===== config.mk =====
export PLATFORM = sky130hd
export DESIGN_NAME = multicycle_controller
export DESIGN_NICKNAME = d
export VERILOG_FILES = /design/src/rtl/multicycle_controller.sv
export SDC_FILE = /design/constraint.sdc
export NUM_CORES = 1
export LEC_CHECK = 0
export BUFFER_PORTS_ARGS = -buffer_cell sky130_fd_sc_hd__buf_2
export CAP_MARGIN = 20
export CORE_AREA = 2 2 58 60
export CTS_CLUSTER_SIZE = 12
export DETAILED_ROUTE_END_ITERATION = 7
export DIE_AREA = 0 0 60 62
export GPL_ROUTABILITY_DRIVEN = 0
export PLACE_DENSITY = 0.72
export SLEW_MARGIN = 20
export SYNTH_ARGS = -nofsm -noshare
export SYNTH_HDL_FRONTEND = slang
export SYNTH_SLANG_ARGS = --single-unit

===== constraint.sdc =====
create_clock -name clk -period 5.9 [get_ports clk]
set_input_delay 1.18 -clock clk [delete_from_list [all_inputs] [get_ports clk]]
set_output_delay 1.18 -clock clk [all_outputs]
set_load 0.01 [all_outputs]

===== src/rtl/multicycle_controller.sv =====
// Sequencing FSM for the multicycle RV64I core: steps the shared datapath through
// fetch/decode/execute/memory/writeback and handshakes with variable-latency memory.
module multicycle_controller #(
    parameter int RESET_WAIT_CYCLES = 1
) (
    input  logic       clk,
    input  logic       rst_n,
    input  logic [6:0] opcode,
    input  logic [2:0] funct3,
    input  logic       funct7_bit5,
    input  logic       branch_taken,
    input  logic       mem_ready,
    output logic       mem_req,
    output logic       mem_write_en,
    output logic       adr_src,
    output logic       ir_write,
    output logic       pc_write,
    output logic [1:0] alu_src_a,
    output logic [1:0] alu_src_b,
    output logic [1:0] alu_op,
    output logic [1:0] result_src,
    output logic       reg_write_en,
    output logic [2:0] imm_src,
    output logic [1:0] mem_size,
    output logic       mem_unsigned,
    output logic       word_op,
    output logic       halted,
    output logic       illegal,
    output logic [3:0] state_o
);

    typedef enum logic [3:0] {
        S_RESET_WAIT = 4'd0,
        S_FETCH      = 4'd1,
        S_DECODE     = 4'd2,
        S_EXEC_R     = 4'd3,
        S_EXEC_I     = 4'd4,
        S_ALU_WB     = 4'd5,
        S_MEM_ADDR   = 4'd6,
        S_MEM_RD     = 4'd7,
        S_MEM_WB     = 4'd8,
        S_MEM_WR     = 4'd9,
        S_BRANCH     = 4'd10,
        S_JAL        = 4'd11,
        S_JALR       = 4'd12,
        S_JALR_LINK  = 4'd13,
        S_HALT       = 4'd14
    } state_t;

    localparam logic [6:0] OPC_LOAD     = 7'b0000011;
    localparam logic [6:0] OPC_STORE    = 7'b0100011;
    localparam logic [6:0] OPC_OP       = 7'b0110011;
    localparam logic [6:0] OPC_OP_32    = 7'b0111011;
    localparam logic [6:0] OPC_OP_IMM   = 7'b0010011;
    localparam logic [6:0] OPC_OP_IMM32 = 7'b0011011;
    localparam logic [6:0] OPC_LUI      = 7'b0110111;
    localparam logic [6:0] OPC_AUIPC    = 7'b0010111;
    localparam logic [6:0] OPC_BRANCH   = 7'b1100011;
    localparam logic [6:0] OPC_JAL      = 7'b1101111;
    localparam logic [6:0] OPC_JALR     = 7'b1100111;
    localparam logic [6:0] OPC_FENCE    = 7'b0001111;
    localparam logic [6:0] OPC_SYSTEM   = 7'b1110011;

    localparam logic [2:0] IMM_I = 3'b000;
    localparam logic [2:0] IMM_S = 3'b001;
    localparam logic [2:0] IMM_B = 3'b010;
    localparam logic [2:0] IMM_U = 3'b011;
    localparam logic [2:0] IMM_J = 3'b100;

    state_t     r_state;
    state_t     w_next;
    logic [3:0] r_wait_cnt;
    logic       r_illegal;
    logic       w_dec_illegal;
    logic [2:0] w_imm_op;
    logic       w_is_word;
    logic       w_unused_f7;

    // funct7[5] is consumed by the ALU decoder, not by the sequencer.
    assign w_unused_f7 = funct7_bit5;
    assign w_is_word   = (opcode == OPC_OP_32) || (opcode == OPC_OP_IMM32);

    always_ff @(posedge clk or negedge rst_n) begin
        if (!rst_n) begin
            r_state    <= S_RESET_WAIT;
            r_wait_cnt <= 4'd0;
            r_illegal  <= 1'b0;
        end else begin
            r_state <= w_next;
            if (r_state == S_RESET_WAIT && w_next == S_RESET_WAIT)
                r_wait_cnt <= r_wait_cnt + 4'd1;
            if (w_dec_illegal)
                r_illegal <= 1'b1;
        end
    end

    always_comb begin
        w_next        = r_state;
        w_dec_illegal = 1'b0;
        case (r_state)
            S_RESET_WAIT: if (r_wait_cnt == 4'(RESET_WAIT_CYCLES - 1)) w_next = S_FETCH;
            S_FETCH:      if (mem_ready) w_next = S_DECODE;
            S_DECODE: begin
                case (opcode)
                    OPC_LOAD, OPC_STORE:                          w_next = S_MEM_ADDR;
                    OPC_OP, OPC_OP_32:                            w_next = S_EXEC_R;
                    OPC_OP_IMM, OPC_OP_IMM32, OPC_LUI, OPC_AUIPC: w_next = S_EXEC_I;
                    OPC_BRANCH:                                   w_next = S_BRANCH;
                    OPC_JAL:                                      w_next = S_JAL;
                    OPC_JALR:                                     w_next = S_JALR;
                    OPC_FENCE:                                    w_next = S_FETCH;
                    OPC_SYSTEM:                                   w_next = S_HALT;
                    default: begin
                        w_next        = S_HALT;
                        w_dec_illegal = 1'b1;
                    end
                endcase
            end
            S_EXEC_R, S_EXEC_I, S_JAL: w_next = S_ALU_WB;
            S_ALU_WB, S_MEM_WB, S_BRANCH, S_JALR_LINK: w_next = S_FETCH;
            S_MEM_ADDR:   w_next = (opcode == OPC_STORE) ? S_MEM_WR : S_MEM_RD;
            S_MEM_RD:     if (mem_ready) w_next = S_MEM_WB;
            S_MEM_WR:     if (mem_ready) w_next = S_FETCH;
            S_JALR:       w_next = S_JALR_LINK;
            S_HALT:       w_next = S_HALT;
            default:      w_next = S_HALT;
        endcase
    end

    always_comb begin
        case (opcode)
            OPC_STORE:          w_imm_op = IMM_S;
            OPC_BRANCH:         w_imm_op = IMM_B;
            OPC_LUI, OPC_AUIPC: w_imm_op = IMM_U;
            OPC_JAL:            w_imm_op = IMM_J;
            default:            w_imm_op = IMM_I;
        endcase
    end

    always_comb begin
        mem_req      = 1'b0;
        mem_write_en = 1'b0;
        adr_src      = 1'b0;
        ir_write     = 1'b0;
        pc_write     = 1'b0;
        alu_src_a    = 2'b00;
        alu_src_b    = 2'b00;
        alu_op       = 2'b00;
        result_src   = 2'b00;
        reg_write_en = 1'b0;
        imm_src      = w_imm_op;
        mem_size     = 2'b00;
        mem_unsigned = 1'b0;
        word_op      = 1'b0;
        case (r_state)
            S_RESET_WAIT, S_HALT: imm_src = 3'b000;
            S_FETCH: begin
                imm_src    = 3'b000;
                mem_req    = 1'b1;
                alu_src_b  = 2'b10;
                result_src = 2'b10;
                ir_write   = mem_ready;
                pc_write   = mem_ready;
            end
            // Branch target is precomputed here so BRANCH only needs the compare.
            S_DECODE: begin
                alu_src_a = 2'b01;
                alu_src_b = 2'b01;
                imm_src   = IMM_B;
            end
            S_EXEC_R: begin
                alu_src_a = 2'b10;
                alu_op    = 2'b10;
                word_op   = w_is_word;
            end
            S_EXEC_I: begin
                alu_src_b = 2'b01;
                word_op   = w_is_word;
                if (opcode == OPC_LUI) begin
                    alu_op = 2'b11;
                end else if (opcode == OPC_AUIPC) begin
                    alu_src_a = 2'b01;
                end else begin
                    alu_src_a = 2'b10;
                    alu_op    = 2'b10;
                end
            end
            S_ALU_WB: reg_write_en = 1'b1;
            S_MEM_ADDR: begin
                alu_src_a = 2'b10;
                alu_src_b = 2'b01;
            end
            S_MEM_RD: begin
                mem_req      = 1'b1;
                adr_src      = 1'b1;
                mem_size     = funct3[1:0];
                mem_unsigned = funct3[2];
            end
            S_MEM_WB: begin
                result_src   = 2'b01;
                reg_write_en = 1'b1;
                mem_size     = funct3[1:0];
                mem_unsigned = funct3[2];
            end
            S_MEM_WR: begin
                mem_req      = 1'b1;
                mem_write_en = 1'b1;
                adr_src      = 1'b1;
                mem_size     = funct3[1:0];
            end
            S_BRANCH: begin
                alu_src_a = 2'b10;
                alu_op    = 2'b01;
                pc_write  = branch_taken;
            end
            S_JAL: begin
                alu_src_a = 2'b01;
                alu_src_b = 2'b10;
                pc_write  = 1'b1;
            end
            S_JALR: begin
                alu_src_a  = 2'b10;
                alu_src_b  = 2'b01;
                result_src = 2'b10;
                pc_write   = 1'b1;
            end
            S_JALR_LINK: begin
                alu_src_a    = 2'b01;
                alu_src_b    = 2'b10;
                result_src   = 2'b10;
                reg_write_en = 1'b1;
            end
            default: imm_src = 3'b000;
        endcase
    end

    assign halted  = (r_state == S_HALT);
    assign illegal = r_illegal;
    assign state_o = r_state;

endmodule


# Word level (Yosys, flattened, before mapping)
# Cells that the tools add are included.
# word_totals
reg_bits,9
input_bits,15
out_inout_bits,27
elab_cells,84
# classes
addsub,1
n_eq_ne,27
muxes,28
reduce_logical,25
# op_table
op,count
4-bit one-hot mux with 9 select lines,1
4-bit == test (second input constant),7
7-bit by 6-bit == test with 1-bit output (second input constant),4
7-bit == test (second input constant),4
4-bit one-hot mux with 7 select lines,1
7-bit by 5-bit == test with 1-bit output (second input constant),3
3-bit OR reduction,7
4-bit two-way mux,5
4-bit by 3-bit == test with 1-bit output (second input constant),4
4-bit OR reduction,4
2-bit OR reduction,7
13-bit OR reduction,1
4-bit logical NOT,3
2-bit one-hot mux with 3 select lines,2
3-bit one-hot mux with 4 select lines,1
11-bit OR reduction,1
2-bit two-way mux,5
1-bit two-way mux,9
4-bit by 2-bit == test with 1-bit output (second input constant),2
2-bit one-hot mux with 2 select lines,2
7-bit by 2-bit == test with 1-bit output (second input constant),1
7-bit by 4-bit == test with 1-bit output (second input constant),1
3-bit one-hot mux with 2 select lines,1
4-bit by 1-bit adder with 4-bit output (second input constant),1
other kinds (4),4

# Depth between registers and ports, before layout
# Gate-level depths: netlist of the first run.
# depth
ltp_word,6
ltp_mapped,6
ltp_nobuf,6

# Worst setup path after synthesis of the first run
# No wires, ideal clock.
# synth_path
kind,input to output
start,in opcode[6]
end,out alu_op[0]
t_arrival_ps,2628
t_required_ps,4720
path_slack_ps,2092
cell_stages,5
n_path_buf,1
path_cell_list,buf_2 -> nand2b_1 -> or4_4 -> or4_1 -> a21oi_1
# synth_via
elab_chain_cells,3
# synth_rtl
element,line_no,rtl
from (decl),8,"input logic [6:0] opcode,"
7-bit by 6-bit == test with 1-bit output,179,if (opcode == OPC_LUI) begin
2-bit two-way mux,179,
2-bit one-hot mux with 3 select lines,155,case (r_state)
to (decl),20,"output logic [1:0] alu_op,"
# No other way between the ends.

# Worst setup path in the final report of the first run
# layout_path
start,in opcode[2]
end,out alu_op[0]
# Same word-level chain as after synthesis.

==> results of run 1 <==
-- worst max-delay path, delay by kind of cell --
kind	cells	cell delay, ps
simple gates	2	1010
buf+inv	3	420
compound gates	1	150
-- cells in the final DEF, fill, tap and decap left out, types with 3 or more instances in the layout --
cell	instances
a21oi_1	14
buf_2	40
clkbuf_4	3
dfrtp_1	9
inv_1	7
nand2_1	21
nand2b_1	8
nand4_1	3
nor2_1	20
nor3_1	4
nor4_1	3
o21ai_0	8
or3_1	3
xnor2_1	4
-- cell type report --
class,count,area [sq um]
fillers,341,1850
multi-input cells,133,798
flip-flops and latches,9,225
repair buffers,40,200
well taps,46,57.6
clock buffers,4,26.3
inverters,7,26.3
-- power by group --
group	switching [mW]	leakage, nW	internal [mW]
sequential	0.0952	0.109	0.0909
clock	0.0204	0.0150	0.0260
combinational	0.208	0.497	0.173
total	0.324	0.621	0.290
-- sequential cells by signal, summed over array words and instances (netlist names) --
register and flops:
r_wait_cnt 4, state_o 4, illegal 1
-- through the flow --
stage | std cells | worst slack (ps) | power, mW | util [%] | hold slack [ps]
6_report | 239 | 1950 | 0.614 | 42.0 | 458
5_1_grt | 239 | 1830 | 0.677 | 42.0 | 474
4_1_cts | 239 | 1940 | 0.616 | 42.0 | 469
3_5_place_dp | 235 | 1940 | 0.567 | 41.1 | 456
3_3_place_gp | 235 | 1940 | 0.565 | 41.1 | 455
2_1_floorplan | 163 | 2090 | 0.448 | - | 446
-- cells by family after synthesis --
| group | share of synthesized area (%) |
|---|---|
| DFF | 20.2 |
| xor gates and xnor gates | 4.71 |
| adders and majority gates | 2.24 |
| buffers and inverters | 8.30 |
| AOI/OAI and AO/OA | 27.7 |
| and+or+nand+nor | 36.9 |
-- worst max path at each step --
stage          depth (start not counted)        end  startpoint
2_1_floorplan                          5  alu_op[0]   opcode[6]
3_3_place_gp                           6  alu_op[0]   opcode[2]
3_5_place_dp                           6  alu_op[0]   opcode[2]
4_1_cts                                6  alu_op[0]   opcode[2]
5_1_grt                                6  alu_op[0]   opcode[2]
6_report                               6  alu_op[0]   opcode[2]
-- layer usage --
| metal | GRT usage [%] | vias up |
|---|---|---|
| met5 | 0 | - |
| met4 | 4.76 | 0 |
| met3 | 1.24 | 2 |
| met2 | 25.2 | 43 |
| met1 | 24.1 | 586 |
| li1 | - | 660 |
==> results.yml, run 1 <==
route:
  ant_nets: 0
  drc: 0
  drt-total-wl_um: 2950
  dr.pass1.iters: 4
  wire_per_inst_um: 12.3
  drtIter0Drc: 54
  wl_met1_um: 1420
  dr_wl_met2_um: 1360
  route.top_layer_used: "met4"
  dr_wl_met3_um: 158
  vias_per_cell: 5.40
  vias: 1291
logic_synthesis:
  synthCells: 163
  synthTopCellsByArea: "dfrtp_1, nand2_1, nor2_1, a21oi_1, nand2b_1"
  synth_top_area_share_pct: 20.2
  synth-edff-count: 0
  seq_area_frac_synth_pct: 20.2
  synth_flop_cell: "dfrtp_1"
  synthArstFlopShare_pct: 100
  syn_area_sq_mm: 0.00112
  synth.avg_cell_area_sq_um: 6.85
  yosysMostFrequentCell: "nand2_1"
  yosysUniqueCellTypes: 50
  synth_warnings: 0
  ys_top_cells_by_count: "nand2_1, nor2_1, a21oi_1, dfrtp_1"
  synth_nets: 180
  ys_seq_elements: 9
  synth_top_cell_by_area: "dfrtp_1"
cts:
  cts.sinks: 9
  clk_latency_ps: 260
  cts_max_level: 1
  numCtsBuffers: 3
  postCtsResizedCells: 0
  cts_buffer_depth: 2
  root_buffer: "clkbuf_4"
  post-cts-setup-buffers: 0
  cts_tree: "yes"
  cts_hold_buf: 0
  clkTransAtPathRegs_ps: 60
sta:
  hold_violations: 0
  period_share_pct: 67.0
  maxSlewViolCount: 0
  rsz0062_at_grt: "false"
  fin_tns_setup_ps: 0
  setup_violations: 0
  fin_skew_ps: 0.541
  fin_crit_ps: 3950
  fmax_mhz: 253
  worst_pin_slew_ps: 796
  slew_headroom_pct: 46.4
floorplan:
  placementRows: 21
  start_util_pct: 35.1
  die-area_sq_mm: 0.00372
  die_w_um: 60
  core_sq_mm: 0.00318
  ioPinCount: 42
  die_y_um: 62
final_layout:
  layout.nets: 211
  antenna_cells: 0
  post-route-cell-area_sq_mm: 0.00133
  drive_gt1_share_pct: 23.3
  areaGrowthSynthToFinish_pct: 19.5
pwr:
  peakVddDrop_mv: 0.139
  power_density_mw_per_mm2: 461
  p_leak_nw: 0.621
setup_path:
  worstPathArrival_ps: 2770
  r2r_cells: 4
  crit_chain: "buf_2 -> inv_1 -> or4_4 -> or4_1 -> a21oi_1 -> buf_2"
  crit_top_cell: "buf_2"
  crit_fanout: 11
  worst_ep_required_time_ps: 4720
  cp_slowest_cell: "or4_4"
  cp-end-kind: "primary output"
  regToRegSetupSlack_ps: 3650
  start_kind: "input pin"
  cpPeakStageDelay_ps: 530
  reg2reg_to: "r_wait_cnt[3]"
  r2r-start: "state_o[3]"
  criticalPathCategory: "in2out"
global_route:
  grt_max_degree: 29
  grtUsageTotal_pct: 16.2
  overflow: 0
  grt_pass1_wl_um: 4680
  antenna_found_initial: 0
  first_global_vias: 1052
job:
  drv_cap: 0
placed_design:
  dpl_cell_area_sq_mm: 0.00131
  dp_hpwl_um: 2170
  io_buffers: 40
min_path:
  min_from: "illegal"
  hold_end: "illegal"
  holdCritPathClass: "reg2reg"
  hold_depth: 1
run_status:
  status: "complete, no violations"
Power figures use the tool's default switching activity.
==> inputs of run 2 (changes only) <==
==> constraint.sdc (replaced) <==
create_clock -name clk -period 3.9 [get_ports clk]
set_input_delay 0.78 -clock clk [delete_from_list [all_inputs] [get_ports clk]]
set_output_delay 0.78 -clock clk [all_outputs]
set_load 0.01 [all_outputs]
==> run 2 against run 1 <==
  * Sequential power grew 16%
  * Final cell count grew 0.84%
  * Largest cell class unchanged
  * Combinational power grew 73%
  * Setup slack lost 1200 ps
  * Clock power grew 53%
  * Largest power group unchanged
  * Sequential share of layout area shrank 0.19 points
  * Total power grew 55%
  * Core utilization grew 0.47 points
  * Critical path type unchanged
==> results.yml, run 2 (synthesized netlist as in run 1, its figures left out) <==
run_status:
  status: "complete, no violations"
global_route:
  grt_pass1_wl_um: 4780
  antenna_found_initial: 0
  first_global_vias: 1053
  grt_max_degree: 29
  grtUsageTotal_pct: 16.8
  overflow: 0
route:
  dr.pass1.iters: 4
  wire_per_inst_um: 12.5
  vias: 1298
  drc: 0
  vias_per_cell: 5.39
  drt-total-wl_um: 3010
  drtIter0Drc: 42
  ant_nets: 0
pwr:
  seqPwrFrac_pct: 22.8
  swShare_pct: 52.2
  internal-power_uw: 454
  p_leak_nw: 0.630
  switching_power_uw: 496
  pwr-share-comb_pct: 69.8
  clkPwrFrac_pct: 7.5
  power_density_mw_per_mm2: 704
  peakVddDrop_mv: 0.222
final_layout:
  finalNonFillerCells: 241
  layout.nets: 213
  final_common_cell: "buf_2"
  areaGrowthSynthToFinish_pct: 20.9
  drive_gt1_share_pct: 24.1
  fin_util_pct: 42.4
  antenna_cells: 0
  final_cell_mix: "buf_2, nand2_1, nor2_1"
cts:
  cts_hold_buf: 0
  post-cts-setup-buffers: 0
  cts.sinks: 9
  cts_tree: "yes"
  cts_max_level: 1
  root_buffer: "clkbuf_4"
  postCtsResizedCells: 0
  numCtsBuffers: 3
  cts_buffer_depth: 2
  clk_latency_ps: 260
  clkTransAtPathRegs_ps: 60
sta:
  setup_violations: 0
  fmax_mhz: 318
  worst_pin_slew_ps: 822
  hold_violations: 0
  fin_tns_setup_ps: 0
  maxSlewViolCount: 0
  fin_skew_ps: 0.686
  period_share_pct: 80.6
  fin_crit_ps: 3140
  hold_ws_ps: 359
  slew_headroom_pct: 44.7
  rsz0062_at_grt: "false"
floorplan:
  die_w_um: 60
  die-area_sq_mm: 0.00372
  core_sq_mm: 0.00318
  die_y_um: 62
  start_util_pct: 35.1
  placementRows: 21
  ioPinCount: 42
setup_path:
  start_kind: "input pin"
  r2r-start: "state_o[2]"
  crit_start: "opcode[2]"
  r2r_cells: 4
  criticalPathCategory: "in2out"
  cp-end-kind: "primary output"
  worst_ep_required_time_ps: 3120
  worstPathArrival_ps: 2360
  crit_fanout: 11
placed_design:
  io_buffers: 40
  dp_hpwl_um: 2220
  place_inst: 237
job:
  drv_cap: 0
min_path:
  holdCritPathClass: "in2async"
-- run 2: cell types whose count changed in the layout (fill, tap and decap cells not counted), sizes merged --
| cell | change |
|---|---|
| buf | +2 |
-- run 2: path summary, 6_finish.rpt --
path / endpoint / slack, ps
worst max register to register: r_wait_cnt[3] / 1730
max in group asynchronous: state_o[2] / 3370
worst min register to register: illegal / 460
min in group clk: illegal / 460
worst min-delay path: state_o[1] / 360
worst max-delay path: alu_op[0] / 760
-- run 2: routing by layer --
layer,global-route usage [%],routed length (um),vias up
met3,2.69,196,4
met4,3.81,21,0
met1,23.6,1390,594
met2,27.3,1400,49
li1,-,-,651
met5,0,0,-
-- run 2: power groups by stage --
stage | combinational (mW) | clock [mW] | sequential (mW)
4_1_cts | 0.664 | 0.0747 | 0.214
2_1_floorplan | 0.489 | 0 | 0.189
6_report | 0.662 | 0.0708 | 0.216
3_3_place_gp | 0.658 | 0 | 0.214
3_5_place_dp | 0.661 | 0 | 0.216
5_1_grt | 0.745 | 0.0820 | 0.225
-- run 2: critical path, cell delays in order --
cell	delay (ps)
buf_2	170
inv_1	100
or4_4	540
or4_1	480
a21oi_1	150
buf_2	140
-- run 2: layout make-up --
cell class                 count  area, sq um
sequential                     9          225
multi-input combinational    133          798
fill                         356         1830
timing repair buffer          42          215
inverter                       7         26.3
clock buffer                   4         26.3
tap                           46         57.6
-- run 2: metrics by stage --
| step | total power, mW | area (sq um) | setup slack (ps) |
|---|---|---|---|
| global route | 1.05 | 1350 | 632 |
| floorplan | 0.677 | 1120 | 892 |
| finish | 0.949 | 1350 | 755 |
| CTS | 0.953 | 1350 | 750 |
| global placement | 0.872 | 1320 | 761 |
| detailed placement | 0.877 | 1320 | 746 |
==> inputs of run 3 (changes only) <==
==> constraint.sdc (replaced) <==
create_clock -name clk -period 3 [get_ports clk]
set_input_delay 0.6 -clock clk [delete_from_list [all_inputs] [get_ports clk]]
set_output_delay 0.6 -clock clk [all_outputs]
set_load 0.01 [all_outputs]
==> run 3 against run 2 <==
  * Design area is 1.1% higher
  * Largest cell class unchanged
  * Clock power grew 25%
  * Highest routed layer unchanged
  * Register-to-register slack got worse by 770 ps
  * Clock skew is essentially flat
  * Total power increased by 31%
  * Count of clock-buffer cells in the layout unchanged
  * Via count rose by 0.54%
  * Core utilization up 0.47 points
==> results.yml, run 3 (synthesized netlist as in run 1, its figures left out) <==
run_status:
  status: "complete, no violations"
cts:
  cts.sinks: 9
  clkTransAtPathRegs_ps: 60
  numCtsBuffers: 3
  cts_tree: "yes"
  cts_buffer_depth: 2
  postCtsResizedCells: 0
  cts_max_level: 1
  post-cts-setup-buffers: 0
  clk_latency_ps: 250
  cts_hold_buf: 0
  root_buffer: "clkbuf_4"
pwr:
  clkPwrFrac_pct: 7.1
  p_total_mw: 1.24
  seqPwrFrac_pct: 20.6
  internal-power_uw: 599
  swShare_pct: 51.8
  switching_power_uw: 645
  peakVddDrop_mv: 0.273
  p_leak_nw: 0.640
  power_density_mw_per_mm2: 912
  pwr-share-comb_pct: 72.3
route:
  dr.pass1.iters: 4
  wire_per_inst_um: 12.7
  drtIter0Drc: 58
  vias: 1305
  drc: 0
  ant_nets: 0
  drt-total-wl_um: 3080
  vias_per_cell: 5.37
setup_path:
  criticalPathCategory: "in2out"
  start_kind: "input pin"
  cp-end-kind: "primary output"
  worst_ep_required_time_ps: 2400
  worstPathArrival_ps: 2220
  crit_fanout: 11
final_layout:
  antenna_cells: 0
  layout.nets: 215
  finalNonFillerCells: 243
  areaGrowthSynthToFinish_pct: 22.2
  fin_util_pct: 42.9
  fillCellCount: 346
  drive_gt1_share_pct: 24.9
  final_common_cell: "buf_2"
  final_cell_mix: "buf_2, nand2_1, nor2_1"
floorplan:
  core_sq_mm: 0.00318
  placementRows: 21
  die_w_um: 60
  die-area_sq_mm: 0.00372
  die_y_um: 62
  ioPinCount: 42
  start_util_pct: 35.1
job:
  drv_cap: 0
global_route:
  grtUsageTotal_pct: 17.4
  first_global_vias: 1124
  antenna_found_initial: 0
  overflow: 0
  grt_max_degree: 29
  grt_pass1_wl_um: 5030
sta:
  maxSlewViolCount: 0
  fin_crit_ps: 2820
  fin_tns_setup_ps: 0
  setup_violations: 0
  slew_headroom_pct: 45.5
  worst_pin_slew_ps: 809
  hold_violations: 0
  fmax_mhz: 354
  rsz0062_at_grt: "false"
  period_share_pct: 94.1
  fin_skew_ps: 0.360
  fin_ws_ps: 177
placed_design:
  place_inst: 239
  post-place-ws_ps: 172
  dp_hpwl_um: 2330
  io_buffers: 40
min_path:
  holdCritPathClass: "in2async"
run 3: cell types whose count changed in the layout (fill, tap and decap cells not counted):
| cell | before | now |
|---|---|---|
| buf_4 | 2 | 4 |
run 3: routing by layer:
metal,track usage (%),wire length (um),part of all wire [%],vias to the layer above
li1,-,-,-,664
met1,25.3,1450,47,597
met2,26.7,1450,47,40
met3,1.24,144,4.7,4
met4,6.98,32,1.0,0
met5,0,0,0,-
run 3: through the flow:
step           area (sq um)  hold WS, ps
3_5_place_dp           1340          459
2_1_floorplan          1120          304
6_report               1360          192
5_1_grt                1360          196
4_1_cts                1360          180
3_3_place_gp           1340          455
run 3: worst paths after layout:
kind,slack [ps],endpoint,depth (start not counted),from
worst max-delay path,180,alu_op[0],6,opcode[2]
worst min-delay path,190,r_wait_cnt[0],1,rst_n
worst min register to register,470,r_wait_cnt[3],1,r_wait_cnt[3]
worst max register to register,960,r_wait_cnt[3],5,state_o[2]
min in group clk,470,r_wait_cnt[3],1,r_wait_cnt[3]
max in group asynchronous,2630,state_o[2],1,rst_n
run 3: final cells by class:
class / instances / area (sq um) / area share (%)
Clock buffer: 4 / 26.3 / 1.93
Inverter: 7 / 26.3 / 1.93
Multi-Input combinational cell: 133 / 798 / 58.5
Sequential cell: 9 / 225 / 16.5
Tap cell: 46 / 57.6 / 4.22
Timing Repair Buffer: 44 / 230 / 16.9
run 3: power by group through the flow:
| stage | sequential, mW | combinational, mW | clock [mW] |
|---|---|---|---|
| floorplan | 0.246 | 0.635 | 0 |
| global placement | 0.256 | 0.889 | 0 |
| detailed placement | 0.257 | 0.894 | 0 |
| CTS | 0.256 | 0.898 | 0.0945 |
| global route | 0.269 | 1.01 | 0.0999 |
| finish | 0.257 | 0.899 | 0.0882 |
run 3: critical path, stage by stage:
cell and delay, ps:
buf_2 170, inv_1 100, or4_4 540, or4_1 510, a21oi_1 160, buf_2 140
